File: src/rtl/barrel_pkg.sv
// Shared op-code encodings and decode helper for the pipelined barrel shifter.
package barrel_pkg;

  localparam logic [2:0] OP_SLL = 3'd0;
  localparam logic [2:0] OP_SRL = 3'd1;
  localparam logic [2:0] OP_SRA = 3'd2;
  localparam logic [2:0] OP_ROL = 3'd3;
  localparam logic [2:0] OP_ROR = 3'd4;

  function automatic logic op_is_legal(input logic [2:0] op);
    return (op <= OP_ROR);
  endfunction

endpackage

File: src/rtl/barrel_stage.sv
// One shifter stage: conditionally shift by SHIFT, then register everything under adv.
module barrel_stage
  import barrel_pkg::*;
#(
  parameter int WIDTH = 8,
  parameter int SHIFT = 1,
  parameter int AMT_W = 3
) (
  input  logic             clk,
  input  logic             rst_n,
  input  logic             i_adv,
  input  logic             i_valid,
  input  logic             i_err,
  input  logic             i_fill,
  input  logic [2:0]       i_op,
  input  logic [AMT_W-1:0] i_amt,
  input  logic [WIDTH-1:0] i_data,
  output logic             o_valid,
  output logic             o_err,
  output logic             o_fill,
  output logic [2:0]       o_op,
  output logic [AMT_W-1:0] o_amt,
  output logic [WIDTH-1:0] o_data
);

  localparam int BIT = $clog2(SHIFT);

  logic [WIDTH-1:0] w_shifted;

  // Illegal ops fall to the default arm and pass data through untouched.
  always_comb begin
    w_shifted = i_data;
    if (i_amt[BIT]) begin
      case (i_op)
        OP_SLL:  w_shifted = {i_data[WIDTH-SHIFT-1:0], {SHIFT{1'b0}}};
        OP_SRL:  w_shifted = {{SHIFT{1'b0}}, i_data[WIDTH-1:SHIFT]};
        OP_SRA:  w_shifted = {{SHIFT{i_fill}}, i_data[WIDTH-1:SHIFT]};
        OP_ROL:  w_shifted = {i_data[WIDTH-SHIFT-1:0], i_data[WIDTH-1:WIDTH-SHIFT]};
        OP_ROR:  w_shifted = {i_data[SHIFT-1:0], i_data[WIDTH-1:SHIFT]};
        default: w_shifted = i_data;
      endcase
    end
  end

  always_ff @(posedge clk or negedge rst_n) begin
    if (!rst_n) begin
      o_valid <= 1'b0;
      o_err   <= 1'b0;
      o_fill  <= 1'b0;
      o_op    <= '0;
      o_amt   <= '0;
      o_data  <= '0;
    end else if (i_adv) begin
      o_valid <= i_valid;
      o_err   <= i_err;
      o_fill  <= i_fill;
      o_op    <= i_op;
      o_amt   <= i_amt;
      o_data  <= w_shifted;
    end
  end

endmodule

File: src/rtl/barrel_shifter_pipe.sv
// Pipelined barrel shifter: one register stage per shift-amount bit, global stall on back-pressure.
// Handshake: a transfer occurs on a rising edge where valid & ready are both 1; in_ready = !out_valid | out_ready.
module barrel_shifter_pipe
  import barrel_pkg::*;
#(
  parameter int WIDTH = 8
) (
  input  logic                       clk,
  input  logic                       rst_n,
  input  logic                       in_valid,
  output logic                       in_ready,
  input  logic [WIDTH-1:0]           in_data,
  input  logic [$clog2(WIDTH)-1:0]   in_amt,
  input  logic [2:0]                 in_op,
  output logic                       out_valid,
  input  logic                       out_ready,
  output logic [WIDTH-1:0]           out_data,
  output logic                       out_err
);

  localparam int SHAMT_W = $clog2(WIDTH);

  logic                  w_adv;
  logic [SHAMT_W:0]      w_valid;
  logic [SHAMT_W:0]      w_err;
  logic [SHAMT_W:0]      w_fill;
  logic [2:0]            w_op   [SHAMT_W+1];
  logic [SHAMT_W-1:0]    w_amt  [SHAMT_W+1];
  logic [WIDTH-1:0]      w_data [SHAMT_W+1];
  logic [SHAMT_W+3:0]    w_unused_tail;

  assign w_adv    = !out_valid || out_ready;
  assign in_ready = w_adv;

  // The SRA fill bit is latched from the original MSB so every stage sees the true sign.
  assign w_valid[0] = in_valid;
  assign w_err[0]   = !op_is_legal(in_op);
  assign w_fill[0]  = in_data[WIDTH-1];
  assign w_op[0]    = in_op;
  assign w_amt[0]   = in_amt;
  assign w_data[0]  = in_data;

  for (genvar k = 0; k < SHAMT_W; k++) begin : g_stage
    barrel_stage #(
      .WIDTH (WIDTH),
      .SHIFT (1 << k),
      .AMT_W (SHAMT_W)
    ) u_stage (
      .clk     (clk),
      .rst_n   (rst_n),
      .i_adv   (w_adv),
      .i_valid (w_valid[k]),
      .i_err   (w_err[k]),
      .i_fill  (w_fill[k]),
      .i_op    (w_op[k]),
      .i_amt   (w_amt[k]),
      .i_data  (w_data[k]),
      .o_valid (w_valid[k+1]),
      .o_err   (w_err[k+1]),
      .o_fill  (w_fill[k+1]),
      .o_op    (w_op[k+1]),
      .o_amt   (w_amt[k+1]),
      .o_data  (w_data[k+1])
    );
  end

  assign out_valid = w_valid[SHAMT_W];
  assign out_err   = w_err[SHAMT_W];
  assign out_data  = w_data[SHAMT_W];

  // Sideband leaving the last stage has no consumer.
  assign w_unused_tail = {w_fill[SHAMT_W], w_op[SHAMT_W], w_amt[SHAMT_W]};

endmodule

File: config.mk
export PLATFORM = sky130hd
export DESIGN_NAME = barrel_shifter_pipe
export DESIGN_NICKNAME = d
export VERILOG_FILES = /design/src/rtl/barrel_pkg.sv /design/src/rtl/barrel_stage.sv /design/src/rtl/barrel_shifter_pipe.sv
export SDC_FILE = /design/constraint.sdc
export NUM_CORES = 1
export LEC_CHECK = 0
export CORE_MARGIN = 2
export CORE_UTILIZATION = 55
export DETAILED_ROUTE_END_ITERATION = 16
export GPL_ROUTABILITY_DRIVEN = 0
export PLACE_DENSITY = 0.82
export SETUP_SLACK_MARGIN = 0.4
export SLEW_MARGIN = 20
export SYNTH_ARGS = -nofsm -noshare
export SYNTH_HDL_FRONTEND = slang
export SYNTH_SLANG_ARGS = --single-unit
export TNS_END_PERCENT = 20
File: constraint.sdc
create_clock -name clk -period 2.3 [get_ports clk]
set_clock_uncertainty 0.2 [all_clocks]
set_input_delay 0.46 -clock clk [delete_from_list [all_inputs] [get_ports clk]]
set_output_delay 0.46 -clock clk [all_outputs]
set_load 0.02 [all_outputs]
# ---- Yosys cells after proc, flatten, opt, wreduce, memory -nomap -nowiden
# Cells that the tools add are included.
# W data, S select, Z words.
dict set report classes {
  order_cmp 1
  n_eq_ne 12
  n_mux 6
  reduce_logical 7
}
# operator n
set ops {}
lappend ops {{$pmux W8 S5} 2}
lappend ops {{$pmux W8 S4} 1}
lappend ops {{$mux W8} 3}
lappend ops {{$eq A3 B2 Y1 const B} 6}
lappend ops {{$eq A3 B1 Y1 const B} 3}
lappend ops {{$eq A3 B3 Y1 const B} 3}
lappend ops {{$logic_not A3 Y1} 3}
lappend ops {{$le A3 B3 Y1 const B} 1}
lappend ops {{$logic_not A1 Y1} 2}
lappend ops {{$reduce_or A2 Y1} 1}
lappend ops {{$logic_or A1 B1 Y1} 1}
dict set report word_totals {
  reg_bits 44
  input_bits 18
}

# ---- Depth between registers and ports, before layout
dict set report logic_depth {
  depth_word 4
  depth_mapped 6
  mapped_depth_nobuf 5
}

# ---- Cells and area by module
# Synthesis repeated with hierarchy kept, for this count alone.
dict set report unflattened {
  cells_unflattened 249
  hier_area_um2 2780.2
}
# module instances cells_per_inst area_each_um2 seq_area_each_um2
set modules_own_cells {}
lappend modules_own_cells {{barrel_stage (g_stage[1].u_stage)} 1 89 979.7 425.4}
lappend modules_own_cells {{barrel_stage (g_stage[0].u_stage)} 1 90 950.9 425.4}
lappend modules_own_cells {{barrel_stage (g_stage[2].u_stage)} 1 68 835.8 425.4}
lappend modules_own_cells {barrel_shifter_pipe 1 2 13.8 0.0}

# ---- Worst setup path after synthesis
# No wires, ideal clock.
dict set report synth_path {
  kind {input to output}
  from {input out_ready}
  to {output in_ready}
  arrival_time_ps 1138
  t_required_ps 1640
  slack_ps 502
  cell_stages 3
  path_buffers 1
  cell_sequence {and2b_1 inv_2 clkbuf_1}
}
dict set report synth_between {
  elab_chain_cells 1
}
# element line
set synth_lines {}
lappend synth_lines {{from (decl)} barrel_shifter_pipe.sv:16} ;# input logic out_ready,
lappend synth_lines {{$logic_or A1 B1 Y1} barrel_shifter_pipe.sv:32} ;# assign w_adv = !out_valid || out_ready;
lappend synth_lines {{to (decl)} barrel_shifter_pipe.sv:11} ;# output logic in_ready,
# No other way between the ends.

# ---- Worst setup path after layout
dict set report layout_path {
  from {register g_stage[2].u_stage.o_data[3]}
  to {output out_data[3]}
}
# element line
set layout_rtl {}
lappend layout_rtl {{from (decl)} barrel_stage.sv:23} ;# output logic [WIDTH-1:0] o_data
lappend layout_rtl {{from (signal assigned)} barrel_stage.sv:59} ;# o_data <= w_shifted;
lappend layout_rtl {{to (decl)} barrel_shifter_pipe.sv:17} ;# output logic [WIDTH-1:0] out_data,
# No word-level cell between the ends.

==> implementation parameters <==
Parameter                              Value

Worst setup path
  Buffers and inverters on the worst path    1
  Cell family with the largest share of critical-path delay    buffers and inverters
  Critical path origin    g_stage[2].u_stage.o_data[3]
  Required time worst endpoint    1.64 ns
  Startpoint of the most critical register-to-register path    g_stage[0].u_stage.o_op[2]
  Capturing element type of the critical path    primary output
  CP peak stage delay    0.61 ns
  Launching element type of the critical path    register
  Critical-path top delay cell    sky130_fd_sc_hd__clkdlybuf4s50_1
  Worst-path maximum fanout    2
  Worst-path cell chain    clkdlybuf4s50_1
  Crit Path Class    register to primary output
  Arrival time of data at the critical path endpoint    ~1.3 ns

Synthesis
  Mean Syn Cell Area    8.77 um2
  Dominant cell type by area after synthesis    sky130_fd_sc_hd__dfrtp_1
  Flip-flop and latch count after synthesis    41
  Cell area after synthesis    ~0.0024 mm2
  Leading cell types by total area after synthesis    sky130_fd_sc_hd__dfrtp_1, sky130_fd_sc_hd__nand2_1, sky130_fd_sc_hd__o221ai_1, sky130_fd_sc_hd__o21ai_1, sky130_fd_sc_hd__mux2i_1
  Most common flop cell mapped by yosys    sky130_fd_sc_hd__dfrtp_1
  Nets in the synthesized netlist    approximately 290
  Count of synthesis-stage warnings from yosys    0
  Sequential cell area fraction in the yosys report    roughly 43%
  Top cell types by occurrence after synthesis    sky130_fd_sc_hd__nand2_1, sky130_fd_sc_hd__dfrtp_1, sky130_fd_sc_hd__o21ai_1
  Share of async-settable or async-resettable flops after synthesis    100%
  Number of enable flip-flop cells after synthesis    0
  Area share of the leading cell type in the synthesized netlist    a little over two fifths
  Leading cell type by number of instances after synthesis    sky130_fd_sc_hd__nand2_1
  Count of different cell masters after synthesis    44
  Gate count of the mapped netlist    ~270

Detailed routing
  WL per Instance    about 14 um
  Per-cell via count in the routed design    ~6
  Final antenna-violating net count    0
  Detailed router's first-iteration violation count    between 200 and 250
  Pre-antenna DRT Iters    4
  Final routed wirelength across all metal layers    a little under 5000 um
  Number of vias in the routed layout    roughly 2000
  DRC    0

Job
  Number of max-cap violations    0

Clocking
  Buffers from clock root to sink, at most    2
  Clock latency on the worst-skew pair    ~0.30 ns
  Number of buffers added to fix hold violations after cts    0
  Clock slew seen by the registers of the worst setup and hold paths    roughly 0.080 ns
  Clk Tree Root Cell    sky130_fd_sc_hd__clkbuf_8
  Post-cts resize count    8
  Clock buffers created by TritonCTS    5
  Number of setup buffers added after CTS    0
  H-tree Lvls    2
  TritonCTS Sinks    between 40 and 50
  CTS tree    built

Timing
  Worst hold-check slack    between 0.01 and 0.015 ns
  RSZ-0062 raised after global routing    true
  Worst slew margin relative to its limit    a little over half
  Period utilisation layout    between 80% and 90%
  Shortest clock period the worst path allows after layout    about 1.9 ns
  Post-layout worst setup margin    0.376 ns
  Achievable clock frequency    just over 500 MHz
  Final number of hold-violating endpoints    0
  Worst slew pin tran    approximately 0.71 ns
  Number of setup violations in the final report    0
  Number of slew-limit violations in the final report    0

Finish
  Filler cells    between 300 and 400
  Final core utilization    around 69%
  Ratio of cells with drive above 1 in the final layout    a little under a tenth
  Post-synthesis to final-layout area growth    18.1%
  Layout Nets    between 300 and 400
  Count of non-filler cells in the finished layout    around 340
  # diodes    0
  Post-route standard cell area excluding fillers    ~0.0028 mm2

Floorplanning
  Chip width    ~70 um
  Initial standard-cell utilization of the core    roughly three fifths
  Height of the die    69.5 um
  Number of rows in the core area    23
  Area inside the core boundary    0.00406 mm2
  Die outline area    0.00483 mm2
  IO Count    29

Global route
  Initial antenna violation count    0
  Global route overflow    0
  Number of global-route vias before repair    between 1500 and 2000
  First-pass GRT wire length    slightly below 9000 um
  Maximum number of pins on one net before global-route repair    42
  Overall routing resource usage    between 20 and 25%

Place
  Post-DP Area    0.00266 mm2
  Worst setup slack before clock tree synthesis    -0.147 ns
  Half-perimeter wire length of the detailed placement result    3400 um
  Cell count after placement    around 330
  Buffers on Ports    28

Power
  Leakage    between 1 and 1.5 nW
  Total power per unit cell area    about 1100 mW/mm2
  Peak supply drop    0.000551 V

Hold path
  Path type of the worst min-delay path    primary input to async pin

Status
  Result of the run    complete, no violations
-- metal layers --
layer	wire length [um]	GRT usage, %
met1	2240	30.2
met2	2370	34.9
met3	230	4.80
met4	82	8.06
met5	0	0
-- area by class of cell --
type / instances / area, um2 / area share, %
multi-input combinational: 192 / 1170 / 41.9
inverter: 13 / 48.8 / 1.75
sequential: 41 / 1030 / 36.8
timing repair buffer: 38 / 362 / 13.0
tap: 50 / 62.6 / 2.24
clock buffer: 6 / 82.6 / 2.96
clock inverter: 2 / 37.5 / 1.35
-- logic make-up after synthesis --
family | after synthesis | share of synthesized area [%]
and+or+nand+nor | 97 | 18.8
buffers and inverters | 36 | 7.05
xor gates and xnor gates | 2 | 1.86
muxes | 9 | 3.92
DFF | 41 | 43.5
adders and majority gates | 2 | 0.848
AOI/OAI and AO/OA | 82 | 24.0
-- metrics by stage --
step / power [mW] / setup TNS [ns]
global placement: 2.55 / -0.140
detailed placement: 2.59 / -0.209
CTS: 3.21 / 0
global route: 3.43 / 0
finish: 3.19 / 0
floorplan: 2.19 / 0
-- flip-flops by register name, indices dropped and copies added (netlist names) --
register	flops
g_stage.u_stage.o_data	24
g_stage.u_stage.o_op	6
g_stage.u_stage.o_amt	3
g_stage.u_stage.o_err	3
g_stage.u_stage.o_valid	3
g_stage.u_stage.o_fill	2
-- cell usage in the layout, fill, tap and decap left out, types with 2 or more instances in the layout --
master	instances
sky130_fd_sc_hd__a21oi_1	12
sky130_fd_sc_hd__a31oi_1	11
sky130_fd_sc_hd__buf_4	9
sky130_fd_sc_hd__o22ai_1	6
sky130_fd_sc_hd__a211oi_1	4
sky130_fd_sc_hd__nor2_1	8
sky130_fd_sc_hd__nor2b_1	4
sky130_fd_sc_hd__nand2_1	58
sky130_fd_sc_hd__nor3_1	13
sky130_fd_sc_hd__maj3_1	2
sky130_fd_sc_hd__nor3b_1	3
sky130_fd_sc_hd__o31a_1	2
sky130_fd_sc_hd__clkdlybuf4s50_1	22
sky130_fd_sc_hd__o32ai_1	2
sky130_fd_sc_hd__dlymetal6s2s_1	3
sky130_fd_sc_hd__o221ai_1	14
sky130_fd_sc_hd__dfrtp_1	41
sky130_fd_sc_hd__clkbuf_8	6
sky130_fd_sc_hd__inv_1	12
sky130_fd_sc_hd__a222oi_1	4
sky130_fd_sc_hd__buf_6	2
sky130_fd_sc_hd__mux2_1	2
sky130_fd_sc_hd__nand2b_1	3
sky130_fd_sc_hd__o21a_1	4
sky130_fd_sc_hd__mux2i_1	7
sky130_fd_sc_hd__o21ai_1	16
-- where the power goes --
| group | switching [mW] | leakage, nW | internal [mW] | total (mW) |
|---|---|---|---|---|
| Combinational | 0.653 | 0.692 | 0.622 | 1.27 |
| Clock | 0.254 | 0.0574 | 0.353 | 0.607 |
| Sequential | 0.315 | 0.485 | 0.995 | 1.31 |
-- worst reg2reg max path: stages (launching register included) --
cell,delay (ns)
sky130_fd_sc_hd__dfrtp_1,0.81
sky130_fd_sc_hd__mux2i_1,0.26
sky130_fd_sc_hd__o32ai_1,0.10
sky130_fd_sc_hd__o22ai_1,0.23
sky130_fd_sc_hd__o21ai_1,0.08
-- final timing paths --
check                                          endpoint  depth (start not counted)  slack [ns]
setup / recovery                            out_data[3]                          1        0.38
hold / removal             g_stage[2].u_stage.o_data[7]                          2        0.01
setup reg to reg           g_stage[1].u_stage.o_data[6]                          4        0.50
hold reg to reg              g_stage[1].u_stage.o_valid                          2        0.26
max in group asynchronous  g_stage[0].u_stage.o_data[5]                          2        1.55
min in group clk             g_stage[1].u_stage.o_valid                          2        0.26
Power figures use the tool's default switching activity.
